$ cat src/rtl/quickq_deq_engine.sv
// quickq_deq_engine: dequeue side of the QuickQ sorted-array priority queue.
// Define QQ_DEQ_CLEAR_EN to add a CLEAR state that zeroes the vacated tail slot.
module quickq_deq_engine #(
  parameter int DATA_W = 32,
  parameter int ADDR_W = 10
) (
  input  logic              clk,
  input  logic              rst,
  input  logic              deq_req,
  input  logic [ADDR_W:0]   count_in,
  output logic [DATA_W-1:0] data_o,
  output logic              data_valid,
  output logic [ADDR_W:0]   count_out,
  output logic              count_we,
  output logic              deq_done,
  output logic              underflow,
  output logic              busy,
  output logic              bram_en,
  output logic              bram_we,
  output logic [ADDR_W-1:0] bram_addr,
  output logic [DATA_W-1:0] bram_wdata,
  input  logic [DATA_W-1:0] bram_rdata
);

  typedef enum logic [2:0] {
    IDLE,
    RD_HEAD,
    CAPTURE,
    SHIFT_RD,
    SHIFT_WR,
    CLEAR,
    UPDATE
  } state_t;

`ifdef QQ_DEQ_CLEAR_EN
  localparam state_t PostShift = CLEAR;
`else
  localparam state_t PostShift = UPDATE;
`endif

  localparam logic [ADDR_W:0]   CntOne = 1;
  localparam logic [ADDR_W-1:0] IdxOne = 1;

  state_t              state_q;
  logic [ADDR_W:0]     n_q;
  logic [ADDR_W:0]     count_q;
  logic [ADDR_W:0]     last_idx;
  logic [ADDR_W-1:0]   idx_q;
  logic [DATA_W-1:0]   data_q;
  logic                valid_q;
  logic                count_we_q;
  logic                done_q;
  logic                underflow_q;
  logic                last_shift;

  assign last_idx   = n_q - CntOne;
  assign last_shift = ({1'b0, idx_q} == last_idx);

  // Sequencer; the latched occupancy n_q isolates the shift from count_in changes.
  always_ff @(posedge clk or posedge rst) begin
    if (rst) begin
      state_q     <= IDLE;
      n_q         <= '0;
      idx_q       <= '0;
      count_q     <= '0;
      data_q      <= '0;
      valid_q     <= 1'b0;
      count_we_q  <= 1'b0;
      done_q      <= 1'b0;
      underflow_q <= 1'b0;
    end else begin
      valid_q     <= 1'b0;
      count_we_q  <= 1'b0;
      done_q      <= 1'b0;
      underflow_q <= 1'b0;
      case (state_q)
        IDLE: begin
          if (deq_req) begin
            if (count_in == '0) begin
              underflow_q <= 1'b1;
            end else begin
              n_q     <= count_in;
              idx_q   <= IdxOne;
              state_q <= RD_HEAD;
            end
          end
        end
        RD_HEAD: state_q <= CAPTURE;
        CAPTURE: begin
          data_q  <= bram_rdata;
          valid_q <= 1'b1;
          state_q <= (n_q == CntOne) ? PostShift : SHIFT_RD;
        end
        SHIFT_RD: state_q <= SHIFT_WR;
        SHIFT_WR: begin
          idx_q   <= idx_q + IdxOne;
          state_q <= last_shift ? PostShift : SHIFT_RD;
        end
        CLEAR: state_q <= UPDATE;
        UPDATE: begin
          count_q    <= last_idx;
          count_we_q <= 1'b1;
          done_q     <= 1'b1;
          state_q    <= IDLE;
        end
        default: state_q <= IDLE;
      endcase
    end
  end

  // BRAM port is decoded from state because SHIFT_WR forwards the read data
  // that only arrives during that same cycle.
  always_comb begin
    bram_en    = 1'b0;
    bram_we    = 1'b0;
    bram_addr  = '0;
    bram_wdata = '0;
    case (state_q)
      RD_HEAD: bram_en = 1'b1;
      SHIFT_RD: begin
        bram_en   = 1'b1;
        bram_addr = idx_q;
      end
      SHIFT_WR: begin
        bram_en    = 1'b1;
        bram_we    = 1'b1;
        bram_addr  = idx_q - IdxOne;
        bram_wdata = bram_rdata;
      end
      CLEAR: begin
        bram_en   = 1'b1;
        bram_we   = 1'b1;
        bram_addr = last_idx[ADDR_W-1:0];
      end
      default: ;
    endcase
  end

  assign data_o     = data_q;
  assign data_valid = valid_q;
  assign count_out  = count_q;
  assign count_we   = count_we_q;
  assign deq_done   = done_q;
  assign underflow  = underflow_q;
  assign busy       = (state_q != IDLE);

endmodule

$ cat config.mk
export PLATFORM = sky130hd
export DESIGN_NAME = quickq_deq_engine
export DESIGN_NICKNAME = d
export VERILOG_FILES = /design/src/rtl/quickq_deq_engine.sv
export SDC_FILE = /design/constraint.sdc
export NUM_CORES = 1
export LEC_CHECK = 0
export CORE_ASPECT_RATIO = 0.6
export CORE_MARGIN = 2
export CORE_UTILIZATION = 45
export DETAILED_ROUTE_END_ITERATION = 12
export PLACE_DENSITY = 0.88
export SYNTH_ARGS = -nofsm -noshare
export SYNTH_HDL_FRONTEND = slang
export SYNTH_SLANG_ARGS = --single-unit
$ cat constraint.sdc
create_clock -name clk -period 5.6 [get_ports clk]
set_input_delay 1.12 -clock clk [delete_from_list [all_inputs] [get_ports clk]]
set_output_delay 1.12 -clock clk [all_outputs]
set_load 0.01 [all_outputs]
==> results of run 1 <==
[layer usage]
| layer | track usage | part of all wire | vias up |
|---|---|---|---|
| met5 | 0 | 0 | - |
| met3 | 0.0843 | 0.11 | 23 |
| li1 | - | - | 1573 |
| met4 | 0.0693 | 0.019 | 0 |
| met2 | 0.364 | 0.46 | 180 |
| met1 | 0.303 | 0.41 | 1631 |
[cell usage in the layout (no fill, tap or decap), types with 4 or more instances in the layout]
cell type and n:
ha_1 4, nand4_1 6, clkdlybuf4s50_1 137, nor2b_1 5, nor4_1 4, nor3_1 14
xnor2_1 18, o21ai_0 25, nand3_1 8, a21oi_1 6, nand2_1 26, nand2b_1 4
buf_4 4, inv_1 11, clkbuf_16 9, or4_1 4, a22o_1 6, xor2_1 10
mux2i_1 4, mux2_2 44, and2_1 33, nor2_1 21, dfrtp_1 70
[layout make-up]
class	instances	area, um^2	share of cell area
clock buffer	10	229	0.0408
sequential	70	1750	0.312
tap	112	140	0.0250
multi-input combinational	272	1960	0.349
clock inverter	6	86.3	0.0154
timing repair buffer	141	1400	0.250
inverter	12	45.0	0.00802
[path summary, 6_finish.rpt]
check | startpoint | endpoint | slack (ps)
setup / recovery | n_q[0]$_DFFE_PP0P_ | bram_addr[6] | 1330
hold / removal | count_out[10]$_DFFE_PP0P_ | count_out[10]$_DFFE_PP0P_ | 480
setup reg to reg | n_q[0]$_DFFE_PP0P_ | state_q[2]$_DFFE_PP0P_ | 3030
hold reg to reg | count_out[10]$_DFFE_PP0P_ | count_out[10]$_DFFE_PP0P_ | 480
max in group asynchronous | rst | n_q[2]$_DFFE_PP0P_ | 3430
min in group asynchronous | rst | data_o[3]$_DFFE_PP0P_ | 1240
[critical path, delay by kind of cell, from the launching register on]
kind            cells  cell delay (ps)
compound gates      2              370
xor+xnor            1              210
simple gates        3              850
buf+inv             2              730
fa+ha+maj           1              190
flops               1              470
[registers in the layout, summed over array words and instances (netlist names)]
| register | cells |
|---|---|
| state_q | 3 |
| data_valid | 1 |
| idx_q | 10 |
| n_q | 11 |
| deq_done | 1 |
| data_o | 32 |
| underflow | 1 |
| count_out | 11 |
[metrics by stage]
step	instances	power (W)	util	hold slack (ps)
2_1_floorplan	387	0.00182	-	516
3_3_place_gp	607	0.00245	0.629	464
3_5_place_dp	607	0.00251	0.629	469
4_1_cts	623	0.00313	0.666	482
5_1_grt	623	0.00332	0.666	512
6_report	623	0.00311	0.666	476
[synthesized netlist by cell type (all sizes together) (2+ instances only)]
master / count
dfrtp: 70
mux2: 44
and2: 33
clkbuf: 29
nand2: 26
o21ai: 25
nor2: 22
xnor2: 18
nor3: 14
inv: 12
xor2: 10
nand3: 8
a21oi: 6
a22o: 6
nand4: 6
nor2b: 5
buf: 4
ha: 4
mux2i: 4
nand2b: 4
nor4: 4
or4: 4
or3: 3
a31oi: 2
and3: 2
nor3b: 2
o21a: 2
o22ai: 2
o31ai: 2
[kinds of logic after synthesis]
family	share of synthesized area
AND/OR/NAND/NOR	0.187
XOR/XNOR	0.0690
flip-flops	0.451
buffers and inverters	0.0455
AO/OA/AOI/OAI	0.0964
multiplexers	0.138
adder cells (fa/ha/maj)	0.0129
[power by group through the flow]
stage / Combinational (W) / Sequential, W / Clock, W
2_1_floorplan: 0.000893 / 0.000928 / 0
6_report: 0.00153 / 0.000983 / 0.000595
5_1_grt: 0.00165 / 0.00102 / 0.000640
4_1_cts: 0.00154 / 0.000980 / 0.000607
3_3_place_gp: 0.00149 / 0.000967 / 0
3_5_place_dp: 0.00152 / 0.000988 / 0
==> reports/metrics.cfg, run 1 <==
[place]
routabilityCongestion = 0.975
dpl_worst_slack_ps = 1750
io_buffers = 137
dpl_cell_area_um2 = 5300
dp_hpwl_um = 7940

[worst_setup_path]
slowest_delay_ps = 610
crit_arrival_ps = 3150
endpoint_kind = output port
cp_cell_sequence = inv_1 > ha_1 > nor3b_2 > nand2_1 > xor2_1 > nand2_1 > o21ai_0 > o21ai_0 > clkdlybuf4s50_1
ff2ff_path_depth = 8
critPathRequiredTime_ps = 4480
cp-start-kind = register
cp_slowest_cell = nor3b_2
crit_type = reg -> out
cp_max_fo = 9

[power_and_ir_drop]
switchingPower_w = 0.00114
seqPwrFrac = 0.316
clockPowerShare = 0.191
p_sw_frac = 0.367
internal_power_w = 0.00197
p_leak_nw = 2.29
vdd_drop_max_v = 0.000255
powerDensity_nw_per_um2 = 554
comb_power_share = 0.493

[global_route]
grt_usage = 0.233
grt.overflow.total = 0
antenna_found_initial = 0
grt_max_degree = 37
grt_pass1_vias = 3373
grt_pass1_wl_um = 17000

[synthesis]
synth_seq_cells = 70
synth-edff-count = 0
synth_area_leaders = dfrtp_1 45%, mux2_2 13%, and2_1 5.3%
synth.net_count = 437
yosysSeqAreaShare = 0.451
synth_cell_types = 48
synth_top_area_share = 0.451
syn_avg_cell_area_um2 = 10.0
netlist_instances = 387
syn-cell-area_um2 = 3880
async_reset_ff_frac = 1.00
synth_top_area_cell = dfrtp_1
yosys_warnings = 0
synthFlopType = dfrtp_1

[finish]
drive_gt1_frac = 0.139
stdcell_area_um2 = 5610
syn_to_final_growth_pct = 44.7
final.fill_count = 646
antenna_cells = 0
fin_nets = 556

[cts]
clkSlewWorstSetupHoldPaths_ps = 50
clockBufferDepth = 2
cts_buffers = 9
postCtsSetupRepairBufs = 0
hold_buffers = 0
cts_root_buf = clkbuf_16
clock_sinks = 70
cts_max_level = 3
cts_tree = built
post_cts_resized = 0
clk_latency_ps = 330

[drt]
wl_um = 10500
vias = 3407
wl_per_cell_um = 16.9
dr.pass1.iters = 5
drt_iter0_drc = 253
vias_per_cell = 5.47
ant_nets = 0
drcViolationCount = 0

[timing]
final-setup-viol-count = 0
tns_ps = 0
timing.final.ws_setup_ps = 1330
max_slew_margin = 0.397
finClkSkew_ps = 5.07
hold_violations = 0
rsz0062_at_grt = no
tightest_slew_ps = 904
fin_crit_ps = 4270
fmax_mhz = 234
period_share = 0.762
slew_violations = 0

[die]
die_h_um = 75.9
rows = 26
ios = 138
die_w_um = 124
fp.coreArea_um2 = 8430
dieArea_um2 = 9410
start_util = 0.460

[hold_path]
holdPathStages = 2
worstHoldPathType = reg -> reg

[flow_run]
maxCapViolCount = 0

[outcome]
status = complete, no violations

Note: power is estimated with default switching activity, not from simulation.
==> run 2: changes to the inputs <==
CORE_UTILIZATION = 41   (was 45)
PLACE_DENSITY = 0.85   (was 0.88)
clock period = 3.7 ns   (was 5.6 ns; I/O delays follow)
==> reports/metrics.cfg, run 2 (synthesized netlist as in run 1, its figures left out) <==
[finish]
fin_nets = 567  ; +2.0%
stdcell_area_um2 = 5740  ; +2.2%
antenna_cells = 0  ; unchanged
layout_common_cells = 137 x clkdlybuf4s50_1, 70 x dfrtp_1, 44 x mux2_2
seq_area_um2 = 1750  ; unchanged
final_common_cell = clkdlybuf4s50_1
multiInputGateArea_um2 = 1970  ; +0.57%
syn_to_final_growth_pct = 47.9
final.fill_count = 761  ; +18%
largest_register_ffs = 32  ; unchanged
drive_gt1_frac = 0.157  ; +0.0181

[timing]
fin_crit_ps = 3560
fmax_mhz = 281
period_share = 0.961
tns_ps = 0  ; unchanged
tightest_slew_ps = 889  ; -14.9 ps
rsz0062_at_grt = no
hold_violations = 0  ; unchanged
final-setup-viol-count = 0  ; unchanged
max_slew_margin = 0.407  ; +0.00992
slew_violations = 0  ; unchanged
finClkSkew_ps = 8.80  ; +3.72 ps

[outcome]
status = complete, no violations

[drt]
vias_per_cell = 5.15  ; -5.8%
drt_iter0_drc = 283  ; +12%
vias = 3359  ; -1.4%
wl_per_cell_um = 17.2  ; +1.8%
ant_nets = 0  ; unchanged
drcViolationCount = 0  ; unchanged
dr.pass1.iters = 6  ; +1
wl_um = 11200  ; +6.5%

[worst_setup_path]
slowest_delay_ps = 570  ; -40 ps
cp_slowest_cell = or4_1
crit_arrival_ps = 2820  ; -330 ps
endpoint_kind = output port
cp-start-kind = register
cp_cell_sequence = or4_1 > or3_4 > nor2_1 > xnor2_1 > a21oi_1 > a22o_1 > clkdlybuf4s50_1
critPathRequiredTime_ps = 2960  ; -1520 ps
cp_max_fo = 7  ; -2
crit_type = reg -> out

[die]
dieArea_um2 = 10300  ; +9.3%
ios = 138  ; unchanged
fp.coreArea_um2 = 9190  ; +9.1%
rows = 27  ; +3.8%
die_w_um = 130  ; +4.6%
start_util = 0.422  ; -0.0382
die_h_um = 79.4  ; +4.5%

[global_route]
grt_pass1_wl_um = 17500  ; +3.0%
grt.overflow.total = 0  ; unchanged
antenna_found_initial = 0  ; unchanged
grt_usage = 0.222  ; -0.0107
grt_max_degree = 41  ; +11%
grt_pass1_vias = 3291  ; -2.4%

[place]
io_buffers = 137  ; unchanged
dpl_cell_area_um2 = 5410  ; +2.1%
routabilityCongestion = 0.937  ; -3.8%
dp_hpwl_um = 8610  ; +8.3%

[power_and_ir_drop]
comb_power_share = 0.508  ; +0.015
powerDensity_nw_per_um2 = 842  ; +52%
internal_power_w = 0.00305  ; +55%
p_sw_frac = 0.368  ; +0.00136
seqPwrFrac = 0.299  ; -0.017
vdd_drop_max_v = 0.000329  ; +29%
p_leak_nw = 2.35  ; +2.7%
clockPowerShare = 0.192  ; about the same
switchingPower_w = 0.00178  ; +56%

[cts]
clkSlewWorstSetupHoldPaths_ps = 60  ; about the same
cts_root_buf = clkbuf_16
clockBufferDepth = 2  ; unchanged
cts_buffers = 9  ; unchanged
cts_tree = built
clock_sinks = 70  ; unchanged
clk_latency_ps = 330  ; about the same
cts_max_level = 3  ; unchanged

[hold_path]
worstHoldPathType = reg -> reg

[flow_run]
maxCapViolCount = 0  ; unchanged

==> run 2: cell types whose count changed in the layout (fill, tap and decap cells not counted) <==
cell,previous run,this run
clkbuf_8,0,1
inv_6,0,2
clkinv_2,2,0
nor3_2,0,1
nor3b_4,0,1
clkinvlp_4,1,0
nor3b_2,2,1
clkbuf_1,1,2
nor3_1,14,13
clkinv_4,1,0
buf_4,4,15
==> run 2: power by group through the flow <==
| stage | logic [W] | clock network [W] | registers, W |
|---|---|---|---|
| floorplan | 0.00135 | 0 | 0.00140 |
| global placement | 0.00242 | 0 | 0.00142 |
| detailed placement | 0.00244 | 0 | 0.00145 |
| CTS | 0.00246 | 0.000947 | 0.00144 |
| global route | 0.00264 | 0.000980 | 0.00151 |
| finish | 0.00245 | 0.000929 | 0.00145 |
==> run 2: cell type report <==
type                    count  share of cell area
clock buffers              12              0.0430
clock inverters             4              0.0135
inverters                  12             0.00785
multi-input cells         272               0.343
flip-flops and latches     70               0.305
well taps                 130              0.0283
repair buffers            152               0.259
==> run 2: metal layers <==
| layer | GRT usage | part of all wire | routed length, um | vias to the layer above |
|---|---|---|---|---|
| met5 | 0 | 0 | 0 | - |
| met4 | 0.0344 | 0.0070 | 79 | 0 |
| met3 | 0.0667 | 0.090 | 1010 | 10 |
| met2 | 0.330 | 0.44 | 4930 | 138 |
| met1 | 0.326 | 0.46 | 5210 | 1609 |
| li1 | - | - | - | 1602 |
==> run 2: worst paths after layout <==
| path | from | endpoint | slack, ps | cells past startpoint |
|---|---|---|---|---|
| hold / removal | count_out[4]$_DFFE_PP0P_ | count_out[4]$_DFFE_PP0P_ | 480 | 2 |
| setup reg to reg | state_q[0]$_DFFE_PP0P_ | n_q[2]$_DFFE_PP0P_ | 1250 | 3 |
| min in group asynchronous | rst | data_o[18]$_DFFE_PP0P_ | 890 | 2 |
| max in group asynchronous | rst | idx_q[5]$_DFFE_PP0P_ | 2040 | 3 |
| setup / recovery | n_q[0]$_DFFE_PP0P_ | bram_addr[7] | 140 | 7 |
| hold reg to reg | count_out[4]$_DFFE_PP0P_ | count_out[4]$_DFFE_PP0P_ | 480 | 2 |
==> run 2: what timing repair did <==
item	4_1_cts	5_1_grt
hold buffers	0	0
gates resized for setup	0	1
buffers inserted	0	0
setup endpoints to repair	0	1
==> run 2: worst max-delay path: cells and delay by family (launching register included) <==
kind                   cells  cell delay, ps
AND/OR/NAND/NOR            3            1090
flip-flops                 1             460
AO/OA/AOI/OAI              2             310
buffers and inverters      1             470
XOR/XNOR                   1             160
==> run 2: metrics by stage <==
step | total power [W] | std cells | util | hold slack (ps) | setup WS (ps)
3_3_place_gp | 0.00384 | 636 | 0.589 | 462 | 516
4_1_cts | 0.00485 | 652 | 0.624 | 484 | 61.7
3_5_place_dp | 0.00390 | 636 | 0.589 | 472 | 427
6_report | 0.00483 | 652 | 0.624 | 478 | 143
5_1_grt | 0.00512 | 652 | 0.624 | 510 | 17.6
2_1_floorplan | 0.00276 | 387 | - | 516 | 965
==> run 3: changes to the inputs <==
ABC_AREA = 0   (was unset)
==> results of run 3 <==
No change in the layout: final DEF, timing and power equal those of run 2.
